<file path="config.mk">
export PLATFORM = sky130hd
export DESIGN_NAME = div_seq_flat
export DESIGN_NICKNAME = d
export VERILOG_FILES = /design/src/rtl/div_seq_if.sv /design/src/rtl/div_seq.sv /design/src/flat_wrapper.sv
export SDC_FILE = /design/constraint.sdc
export NUM_CORES = 1
export LEC_CHECK = 0
export BUFFER_PORTS_ARGS = -buffer_cell sky130_fd_sc_hd__buf_4
export CORE_UTILIZATION = 45
export DETAILED_ROUTE_END_ITERATION = 10
export MAX_ROUTING_LAYER = met4
export PLACE_DENSITY_LB_ADDON = 0.05
export SLEW_MARGIN = 20
export SYNTH_ARGS = -nofsm -noshare
export SYNTH_HDL_FRONTEND = slang
export SYNTH_SLANG_ARGS = --single-unit
</file>
<file path="constraint.sdc">
create_clock -name clk -period 7.7 [get_ports clk]
set_input_delay 0.77 -clock clk [delete_from_list [all_inputs] [get_ports clk]]
set_output_delay 0.77 -clock clk [all_outputs]
set_load 0.05 [all_outputs]
</file>
<file path="src/rtl/div_seq_if.sv">
// rtl/div_seq_if.sv - start/busy/done handshake and operand/result bus for div_seq
interface div_seq_if #(
    parameter int WIDTH = 32
);
    logic             start;
    logic [WIDTH-1:0] dividend;
    logic [WIDTH-1:0] divisor;
    logic [WIDTH-1:0] q;
    logic [WIDTH-1:0] r;
    logic             busy;
    logic             done;
    logic             div_zero;

    modport master (
        output start, dividend, divisor,
        input  q, r, busy, done, div_zero
    );

    modport slave (
        input  start, dividend, divisor,
        output q, r, busy, done, div_zero
    );
endinterface

</file>
<file path="src/rtl/div_seq.sv">
// rtl/div_seq.sv - sequential restoring divider, one quotient bit per clock
module div_seq #(
    parameter int WIDTH  = 32,
    parameter int SIGNED = 1
) (
    input  logic     clk,
    input  logic     reset,
    div_seq_if.slave bus
);
    localparam int CW = $clog2(WIDTH);

    typedef enum logic [1:0] {
        ST_IDLE = 2'd0,
        ST_CALC = 2'd1,
        ST_FIX  = 2'd2,
        ST_DONE = 2'd3
    } state_t;

    state_t           state_q, state_d;
    logic [CW-1:0]    count_q, count_d;
    logic [WIDTH-1:0] rem_q, rem_d;
    logic [WIDTH-1:0] quo_q, quo_d;
    logic [WIDTH-1:0] dvs_q, dvs_d;
    logic             sign_q_q, sign_q_d;
    logic             sign_r_q, sign_r_d;
    logic [WIDTH-1:0] q_q, q_d;
    logic [WIDTH-1:0] r_q, r_d;
    logic             busy_q, busy_d;
    logic             done_q, done_d;
    logic             div_zero_q, div_zero_d;

    // Shifted partial remainder and its trial difference; bit WIDTH of the
    // difference is the borrow that decides restore versus keep.
    logic [WIDTH:0]   shifted_w;
    logic [WIDTH:0]   trial_w;
    logic             a_neg_w;
    logic             b_neg_w;

    assign shifted_w = {rem_q, quo_q[WIDTH-1]};
    assign trial_w   = shifted_w - {1'b0, dvs_q};
    assign a_neg_w   = (SIGNED != 0) && bus.dividend[WIDTH-1];
    assign b_neg_w   = (SIGNED != 0) && bus.divisor[WIDTH-1];

    // Next-state and datapath: operands are taken as magnitudes, the signs are
    // reapplied in FIX so the core loop is always an unsigned divide.
    always_comb begin
        state_d    = state_q;
        count_d    = count_q;
        rem_d      = rem_q;
        quo_d      = quo_q;
        dvs_d      = dvs_q;
        sign_q_d   = sign_q_q;
        sign_r_d   = sign_r_q;
        q_d        = q_q;
        r_d        = r_q;
        busy_d     = busy_q;
        done_d     = 1'b0;
        div_zero_d = div_zero_q;

        case (state_q)
            ST_IDLE: begin
                if (bus.start) begin
                    busy_d     = 1'b1;
                    div_zero_d = 1'b0;
                    if (bus.divisor == '0) begin
                        q_d        = '1;
                        r_d        = bus.dividend;
                        div_zero_d = 1'b1;
                        state_d    = ST_DONE;
                    end else begin
                        quo_d    = a_neg_w ? (-bus.dividend) : bus.dividend;
                        dvs_d    = b_neg_w ? (-bus.divisor) : bus.divisor;
                        rem_d    = '0;
                        sign_q_d = a_neg_w ^ b_neg_w;
                        sign_r_d = a_neg_w;
                        count_d  = '0;
                        state_d  = ST_CALC;
                    end
                end
            end
            ST_CALC: begin
                if (!trial_w[WIDTH]) begin
                    rem_d = trial_w[WIDTH-1:0];
                    quo_d = {quo_q[WIDTH-2:0], 1'b1};
                end else begin
                    rem_d = shifted_w[WIDTH-1:0];
                    quo_d = {quo_q[WIDTH-2:0], 1'b0};
                end
                count_d = count_q + 1'b1;
                if (count_q == CW'(WIDTH - 1)) begin
                    state_d = ST_FIX;
                end
            end
            ST_FIX: begin
                q_d     = sign_q_q ? (-quo_q) : quo_q;
                r_d     = sign_r_q ? (-rem_q) : rem_q;
                state_d = ST_DONE;
            end
            ST_DONE: begin
                done_d  = 1'b1;
                busy_d  = 1'b0;
                state_d = ST_IDLE;
            end
            default: begin
                state_d = ST_IDLE;
            end
        endcase
    end

    // State and working registers; reset aborts any operation in flight.
    always_ff @(posedge clk) begin
        if (reset) begin
            state_q    <= ST_IDLE;
            count_q    <= '0;
            rem_q      <= '0;
            quo_q      <= '0;
            dvs_q      <= '0;
            sign_q_q   <= 1'b0;
            sign_r_q   <= 1'b0;
            q_q        <= '0;
            r_q        <= '0;
            busy_q     <= 1'b0;
            done_q     <= 1'b0;
            div_zero_q <= 1'b0;
        end else begin
            state_q    <= state_d;
            count_q    <= count_d;
            rem_q      <= rem_d;
            quo_q      <= quo_d;
            dvs_q      <= dvs_d;
            sign_q_q   <= sign_q_d;
            sign_r_q   <= sign_r_d;
            q_q        <= q_d;
            r_q        <= r_d;
            busy_q     <= busy_d;
            done_q     <= done_d;
            div_zero_q <= div_zero_d;
        end
    end

    assign bus.q        = q_q;
    assign bus.r        = r_q;
    assign bus.busy     = busy_q;
    assign bus.done     = done_q;
    assign bus.div_zero = div_zero_q;
endmodule

</file>
<file path="src/flat_wrapper.sv">
// flat-port wrapper written by rule: the top's interface ports become plain ports
module div_seq_flat 
#(
    parameter int WIDTH  = 32,
    parameter int SIGNED = 1
)
  (clk, reset, bus_start, bus_dividend, bus_divisor, bus_q, bus_r, bus_busy, bus_done, bus_div_zero);
  div_seq_if #(.WIDTH(WIDTH)) bus_i ();
  input  logic clk;
  input  logic reset;
  input wire logic [$bits(bus_i.start)-1:0] bus_start;
  input wire logic [$bits(bus_i.dividend)-1:0] bus_dividend;
  input wire logic [$bits(bus_i.divisor)-1:0] bus_divisor;
  output wire logic [$bits(bus_i.q)-1:0] bus_q;
  output wire logic [$bits(bus_i.r)-1:0] bus_r;
  output wire logic [$bits(bus_i.busy)-1:0] bus_busy;
  output wire logic [$bits(bus_i.done)-1:0] bus_done;
  output wire logic [$bits(bus_i.div_zero)-1:0] bus_div_zero;
  assign bus_i.start = bus_start;
  assign bus_i.dividend = bus_dividend;
  assign bus_i.divisor = bus_divisor;
  assign bus_q = bus_i.q;
  assign bus_r = bus_i.r;
  assign bus_busy = bus_i.busy;
  assign bus_done = bus_i.done;
  assign bus_div_zero = bus_i.div_zero;
  div_seq #(.WIDTH(WIDTH), .SIGNED(SIGNED)) u_core (.clk(clk), .reset(reset), .bus(bus_i));
endmodule
</file>
==> results of run 1 <==
## kinds of logic (layout without fill, tap and decap cells)
kind of cell,Yosys count,after routing,share of synthesized area (%)
AOI/OAI and AO/OA,428,428,26.1
xor gates and xnor gates,147,147,11.8
adders and majority gates,43,43,5.01
buffers and inverters,143,230,5.85
DFF,172,172,31.6
muxes,30,30,2.76
and+or+nand+nor,396,396,16.9
## worst register-to-register path, cell delays in order (launching register included)
cell and delay [ps]:
dfxtp_1 390, inv_1 80, ha_1 210, fa_1 400, nor2b_1 180, o31a_1 210
o21ai_0 150, o21ai_0 250, nor2_1 90, nand2b_1 180, o21ai_0 450, xor2_4 600
buf_4 410, nand2_1 280, o21ai_0 260
## final cells by class
| cell class | count | share of cell area [%] |
|---|---|---|
| Multi-Input combinational cell | 1044 | 54.5 |
| Tap cell | 319 | 3.17 |
| Clock inverter | 15 | 1.40 |
| Sequential cell | 172 | 27.3 |
| Clock buffer | 17 | 3.38 |
| Timing Repair Buffer | 140 | 8.50 |
| Inverter | 58 | 1.73 |
## registers in the layout, indices dropped and copies added, names as in the netlist, 2 cells and up
signal,flops
u_core.rem_q,32
u_core.state_q,2
u_core.count_q,5
u_core.dvs_q,32
u_core.quo_q,32
u_core.bus.q,32
u_core.bus.r,32
## metal layers
| metal | share of wire, % | wire length (um) | vias to the layer above |
|---|---|---|---|
| li1 | - | - | 5053 |
| met1 | 44 | 13700 | 4683 |
| met2 | 49 | 15300 | 210 |
| met3 | 3.6 | 1130 | 41 |
| met4 | 2.9 | 897 | 0 |
| met5 | 0 | 0 | - |
## metrics by stage
stage,total power [mW],hold slack [ps]
after global placement,3.14,443
after detailed placement,3.15,445
after global routing,4.29,471
after CTS,4.03,455
final,4.01,453
after floorplan,2.68,432
## worst min-delay path by stage
stage                             startpoint                       endpoint  slack (ps)
6_report       u_core.bus.r[13]$_SDFFE_PP0P_  u_core.bus.r[13]$_SDFFE_PP0P_         450
5_1_grt         u_core.bus.r[4]$_SDFFE_PP0P_   u_core.bus.r[4]$_SDFFE_PP0P_         470
4_1_cts        u_core.bus.r[13]$_SDFFE_PP0P_  u_core.bus.r[13]$_SDFFE_PP0P_         450
3_5_place_dp   u_core.bus.r[13]$_SDFFE_PP0P_  u_core.bus.r[13]$_SDFFE_PP0P_         440
3_3_place_gp   u_core.bus.r[24]$_SDFFE_PP0P_  u_core.bus.r[24]$_SDFFE_PP0P_         440
2_1_floorplan  u_core.dvs_q[31]$_SDFFE_PP0P_  u_core.dvs_q[31]$_SDFFE_PP0P_         430
## layout by cell type, fill, tap and decap left out, drive strengths merged, types with 18 or more instances in the layout
cell type  Yosys  routed
a211oi        38      38
a21oi         79      79
a22oi         21      21
a311oi        24      24
buf           31     140
dfxtp        172     172
ha            42      42
inv           57      64
mux2i         30      30
nand2        162     162
nor2         110     110
nor3          18      18
o211ai        27      27
o21ai        118     118
o31ai         32      32
o41ai         20      20
xnor2         60      60
xor2          87      87
## power groups by stage
stage | registers [mW] | logic (mW) | clock network [mW]
finish | 1.25 | 1.89 | 0.867
global route | 1.28 | 2.08 | 0.924
CTS | 1.25 | 1.89 | 0.888
detailed placement | 1.27 | 1.88 | 0
global placement | 1.27 | 1.87 | 0
floorplan | 1.43 | 1.26 | 0
==> flow_summary.json, run 1 <==
{
  "rr_endpoint": "u_core.rem_q[29]$_SDFFE_PP0P_",
  "synth-seq-area-share_pct": 31.6,
  "final_cells": 1765,
  "antennaDiodeCount": 0,
  "areaGrowthSynthToFinish_pct": 15.6,
  "finalCritPeriodShare_pct": 55.1,
  "hold_violations": 0,
  "netSwitchingFraction_pct": 45.6,
  "startpoint": "u_core.quo_q[31]$_SDFFE_PP0P_",
  "viasPerCell": 5.66,
  "nNetsFinal": 1543,
  "combPwrFrac_pct": 47.2,
  "synth-edff-count": 0,
  "wl_um": 31100,
  "met2_usage_pct": 44.0,
  "seqCellArea_um2": 3440,
  "post_cts_resized": 0,
  "hold_depth": 2,
  "dr.pass1.iters": 5,
  "start_util_pct": 46.1,
  "cp_max_fo": 18,
  "p_int_mw": 2.18,
  "synth_ff_type": "dfxtp_1",
  "netlist-cell-type-count": 71,
  "die_w_um": 158,
  "grt_busiest_layer": "met2",
  "final.setup_skew_ps": 11.8,
  "min_period_ps": 4240,
  "synth.avg_cell_area_um2": 8.02,
  "tightestPinTransition_ps": 1080,
  "hold_buffers": 0,
  "grt_util_met1_pct": 31.9,
  "tns_ps": 0,
  "vias": 9987,
  "ys_ff_latch": 172,
  "pwr-share-clk_pct": 21.6,
  "crit_path_frequent_cell": "o21ai_0",
  "clk_latency_ps": 440,
  "power_density_nw_per_um2": 318,
  "cts_tree": "built",
  "cpMaxStageDelayCell": "xor2_4",
  "hold_path.class": "reg2reg",
  "fillers": 2294,
  "worst-path-stages": 14,
  "final-setup-viol-count": 0,
  "yosysMostFrequentCell": "dfxtp_1",
  "gp_congestion": 0.870,
  "syn_inst": 1359,
  "grt_setup_unrepaired": "no",
  "htree_num_levels": 4,
  "async_flop_share_pct": 0,
  "rows": 56,
  "dp_hpwl_um": 23200,
  "status": "finished, final reports clean",
  "final_cell_area_um2": 12600,
  "place_area_um2": 12000,
  "relSlewSlack_pct": 27.7,
  "grt_first_pass_wirelength_um": 48900,
  "die_h_um": 158,
  "drv_slew": 0,
  "drive_above_1_share_pct": 14.0,
  "cts_root_buf": "clkbuf_16",
  "wire_per_inst_um": 17.6,
  "drc_errors": 0,
  "grtUsageTotal_pct": 26.1,
  "grt_pass1_vias": 9106,
  "io_pins": 134,
  "yosysWarnings": 0,
  "fin_util_pct": 53.3,
  "r2r_setup_slack_ps": 3460,
  "clock_sinks": 172,
  "use_met3_pct": 3.20,
  "cp_top_family": "compound AO/OA/AOI/OAI gates",
  "synth_top_area_share_pct": 31.6,
  "critPathKind": "reg2reg",
  "cp.required_ps": 8050,
  "drt_iter0_drc": 520,
  "slowest_delay_ps": 600,
  "worstPathArrival_ps": 4600,
  "synth_area_leader_cell": "dfxtp_1",
  "setup_slack_ps": 3460,
  "endpoint_kind": "flip-flop",
  "grt_max_degree": 89,
  "power.switching_mw": 1.83,
  "netlist_area_um2": 10900,
  "synthTopCellsByArea": "dfxtp_1, xor2_1, nand2_1",
  "antenna_found_initial": 0,
  "crit_chain": "inv_1 > ha_1 > fa_1 > nor2b_1 > o31a_1 > o21ai_0 > o21ai_0 > nor2_1 > nand2b_1 > o21ai_0 > xor2_4 > buf_4 > nand2_1 > o21ai_0",
  "grt_remaining_overflow": 0,
  "drv_cap": 0,
  "synth.net_count": 1469,
  "pwr-share-seq_pct": 31.2,
  "r2r_cells": 14,
  "cp-endpoint": "u_core.rem_q[29]$_SDFFE_PP0P_",
  "cts_buffer_depth": 2,
  "port_buffers": 133,
  "cts_setup_buffers": 0,
  "ant_nets": 0,
  "synth_common_cells": "dfxtp_1, nand2_1, nor2_1",
  "start_kind": "flip-flop",
  "place_inst": 1732,
  "die_area_um2": 24800,
  "multi_input_area_um2": 6860,
  "cp_num_buf_inv": 2,
  "clk_pin_slew_ps": 70,
  "max-vdd-ir-drop_mv": 0.132,
  "coreArea_um2": 23600,
  "fmax_mhz": 236,
  "cts_buffers": 17,
  "pre_cts_slack_ps": 3120,
  "timing.rr.start": "u_core.quo_q[31]$_SDFFE_PP0P_",
  "p_leak_nw": 4.94
}
(Power assumes the default switching activity.)
==> inputs of run 2 (changes only) <==
Clock period 7.7 ns to 3.65 ns, I/O delays scaled along.
==> flow_summary.json, run 2 (synthesis gave the netlist of run 1 again) <==
{
  "status": "finished, final reports clean",
  "p_leak_nw": 5.10,
  "cp_max_fo": 15,
  "met3_length_um": 1000,
  "final_cell_mix": "dfxtp_1, nand2_1, buf_4, nor2_1",
  "max-vdd-ir-drop_mv": 0.295,
  "wl_met1_um": 13700,
  "antenna_found_initial": 0,
  "drt_iter0_drc": 545,
  "viasPerCell": 5.54,
  "worstPathArrival_ps": 3640,
  "tns_ps": 0,
  "endpoint_kind": "flip-flop",
  "grt_setup_unrepaired": "no",
  "ant_nets": 0,
  "wire_per_inst_um": 17.3,
  "vias": 9919,
  "drc_errors": 0,
  "cts_buffer_depth": 2,
  "relSlewSlack_pct": 30.4,
  "start_util_pct": 46.1,
  "power_density_nw_per_um2": 672,
  "final_cell_area_um2": 12900,
  "met2_length_um": 15600,
  "grt_remaining_overflow": 0,
  "drv_cap": 0,
  "dr.pass1.iters": 5,
  "cts_root_buf": "clkbuf_16",
  "final_cells": 1792,
  "place_inst": 1760,
  "die_w_um": 158,
  "antennaDiodeCount": 0,
  "start_kind": "flip-flop",
  "clock_sinks": 172,
  "grt_pass1_vias": 9584,
  "hold_violations": 0,
  "cts_buffers": 17,
  "clk_latency_ps": 450,
  "drive_above_1_share_pct": 15.4,
  "final-setup-viol-count": 0,
  "gp_congestion": 0.926,
  "critPathKind": "reg2reg",
  "dp_hpwl_um": 23600,
  "fillers": 2325,
  "min_period_ps": 3310,
  "finalCritPeriodShare_pct": 90.8,
  "routed.top_layer": "met4",
  "drv_slew": 0,
  "htree_num_levels": 4,
  "port_buffers": 133,
  "die_area_um2": 24800,
  "layout_commonest_cell": "dfxtp_1",
  "whs_ps": 193,
  "rows": 56,
  "grtUsageTotal_pct": 26.9,
  "cp.required_ps": 3980,
  "grt_first_pass_wirelength_um": 50500,
  "wl_um": 31000,
  "place_area_um2": 12300,
  "cts_setup_buffers": 0,
  "final.setup_skew_ps": 13.9,
  "hold_path.class": "in2reg",
  "clk_pin_slew_ps": 80,
  "io_pins": 134,
  "grt_max_degree": 66,
  "die_h_um": 158,
  "tightestPinTransition_ps": 1040,
  "coreArea_um2": 23600,
  "nNetsFinal": 1570,
  "fmax_mhz": 302,
  "areaGrowthSynthToFinish_pct": 18.2,
  "cts_tree": "built"
}
==> run 2: final timing paths <==
path | slack (ps) | end | cells after the start | start
setup reg to reg | 340 | u_core.rem_q[14]$_SDFFE_PP0P_ | 15 | u_core.quo_q[31]$_SDFFE_PP0P_
hold reg to reg | 450 | u_core.dvs_q[25]$_SDFFE_PP0P_ | 2 | u_core.dvs_q[25]$_SDFFE_PP0P_
hold / removal | 190 | u_core.dvs_q[0]$_SDFFE_PP0P_ | 3 | bus_divisor[0]
setup / recovery | 340 | u_core.rem_q[14]$_SDFFE_PP0P_ | 15 | u_core.quo_q[31]$_SDFFE_PP0P_
==> run 2: per-layer routing <==
layer,up-vias,global-route usage [%]
li1,5096,-
met1,4591,32.1
met2,196,46.6
met3,36,3.67
met4,0,8.60
met5,-,-
==> run 2: cell type report <==
class	count	area, um2	share of cell area [%]
Timing Repair Buffer	167	1350	10.5
Clock buffer	18	429	3.33
Clock inverter	14	173	1.34
Multi-Input combinational cell	1044	6860	53.3
Tap cell	319	399	3.10
Sequential cell	172	3440	26.8
Inverter	58	218	1.69
==> run 2: power breakdown <==
group	leakage (nW)	switching, mW	internal (mW)
Combinational	3.41	2.65	1.53
Clock	0.291	0.917	0.928
Sequential	1.40	0.358	2.26
==> run 2: timing repair <==
action	in CTS	in global routing
resized for setup	0	2
setup endpoints to repair	0	24
hold buffers	0	0
==> run 2: critical path: stages, from the launching register on <==
cell	delay, ps
dfxtp_1	370
inv_1	80
ha_1	230
fa_1	420
nor2b_1	180
o31a_1	170
o21ai_0	150
o21ai_1	220
nor2_1	100
nand2b_1	180
o21ai_0	190
buf_4	160
xor2_4	240
buf_12	200
mux2i_1	200
o21ai_0	90
==> run 2: through the flow <==
step / total power, mW / setup WS [ps] / utilization, %
floorplan: 5.66 / 306 / -
CTS: 8.70 / 249 / 54.5
global placement: 6.81 / 154 / 52.0
detailed placement: 6.83 / 84.6 / 52.0
global route: 9.26 / 41.3 / 54.5
finish: 8.65 / 338 / 54.5
==> inputs of run 3 (changes only) <==
Settings changed: CORE_UTILIZATION 45 to 40.
==> flow_summary.json, run 3 (synthesis gave the netlist of run 1 again) <==
{
  "post_cts_resized": 0,
  "startpoint": "u_core.rem_q[0]$_SDFFE_PP0P_",
  "drv_cap": 0,
  "place_area_um2": 12300,
  "start_util_pct": 40.6,
  "wl_met1_um": 14900,
  "drc_errors": 0,
  "grtUsageTotal_pct": 24.5,
  "final-setup-viol-count": 0,
  "layout_commonest_cell": "dfxtp_1",
  "critPathKind": "reg2reg",
  "clock_sinks": 172,
  "antennaDiodeCount": 0,
  "die_area_um2": 27900,
  "grt_remaining_overflow": 0,
  "min_from": "bus_divisor[0]",
  "nNetsFinal": 1569,
  "met2_length_um": 16300,
  "die_h_um": 167,
  "pre_cts_slack_ps": 84.7,
  "clk_latency_ps": 440,
  "routed.top_layer": "met4",
  "wire_per_inst_um": 18.0,
  "ant_nets": 0,
  "tns_ps": 0,
  "start_kind": "flip-flop",
  "finalCritPeriodShare_pct": 93.1,
  "setup_slack_ps": 253,
  "wl_um": 32700,
  "cp.required_ps": 3970,
  "timing.rr.start": "u_core.rem_q[0]$_SDFFE_PP0P_",
  "relSlewSlack_pct": 30.0,
  "cp_max_fo": 14,
  "clk_pin_slew_ps": 80,
  "grt_setup_unrepaired": "no",
  "gp_congestion": 0.871,
  "status": "finished, final reports clean",
  "coreArea_um2": 26800,
  "die_w_um": 167,
  "grt_first_pass_wirelength_um": 52700,
  "drive_above_1_share_pct": 15.4,
  "grt_max_degree": 88,
  "power_density_nw_per_um2": 670,
  "final_cell_mix": "dfxtp_1, nand2_1, buf_4, nor2_1",
  "cts_root_buf": "clkbuf_16",
  "hold_violations": 0,
  "fmax_mhz": 294,
  "grt_pass1_vias": 9514,
  "met3_length_um": 778,
  "vias": 10100,
  "max-vdd-ir-drop_mv": 0.286,
  "viasPerCell": 5.57,
  "htree_num_levels": 4,
  "endpoint_kind": "flip-flop",
  "cts_buffer_depth": 2,
  "tightestPinTransition_ps": 1050,
  "drv_slew": 0,
  "hold_buffers": 0,
  "cts_setup_buffers": 0,
  "dr.pass1.iters": 4,
  "final_cell_area_um2": 12900,
  "areaGrowthSynthToFinish_pct": 18.2,
  "p_leak_nw": 5.09,
  "final.setup_skew_ps": 13.5,
  "cts_tree": "built",
  "finalPower_mw": 8.62,
  "cts_buffers": 17,
  "fillers": 2768,
  "rows": 60,
  "dp_hpwl_um": 24800,
  "io_pins": 134,
  "antenna_found_initial": 0,
  "port_buffers": 133,
  "drt_iter0_drc": 508,
  "hold_path.class": "in2reg",
  "worstPathArrival_ps": 3720,
  "min_period_ps": 3400
}
-- run 3: layer usage --
layer / GRT usage (%) / up-vias
met5: - / -
met3: 2.80 / 29
met4: 8.37 / 0
met2: 41.8 / 174
met1: 30.0 / 4801
li1: - / 5096
-- run 3: metrics by stage --
step	hold slack [ps]	utilization (%)	std cells
2_1_floorplan	432	-	1359
3_3_place_gp	442	45.9	1781
3_5_place_dp	445	45.9	1781
4_1_cts	177	48.0	1812
5_1_grt	193	48.0	1812
6_report	191	48.0	1812
-- run 3: area by class of cell --
class	count	area (um2)	area share, %
clock inverter	14	159	1.23
tap	341	427	3.31
sequential	172	3440	26.8
timing repair buffer	166	1350	10.5
clock buffer	17	425	3.30
inverter	58	218	1.69
multi-input combinational	1044	6860	53.3
-- run 3: path summary, 6_finish.rpt --
kind	endpoint	slack, ps	cells past startpoint
max	u_core.rem_q[19]$_SDFFE_PP0P_	250	14
min	u_core.dvs_q[0]$_SDFFE_PP0P_	190	3
max reg2reg	u_core.rem_q[19]$_SDFFE_PP0P_	250	14
min reg2reg	u_core.bus.r[22]$_SDFFE_PP0P_	450	2
-- run 3: report_power, final --
| group | internal (mW) | total, mW | switching (mW) |
|---|---|---|---|
| clock network | 0.911 | 1.80 | 0.893 |
| logic | 1.53 | 4.20 | 2.67 |
| registers | 2.26 | 2.62 | 0.355 |
-- run 3: worst max-delay path, cell delays in order, from the launching register on --
cell and delay (ps):
dfxtp_1 460, inv_1 180, fa_1 460, nor2b_1 180, o31a_1 180, o21ai_0 170, o21ai_1 260, nor2_1 110
nand2b_1 180, o21ai_0 180, buf_4 160, xor2_4 250, buf_12 200, mux2i_1 230, o21ai_1 80
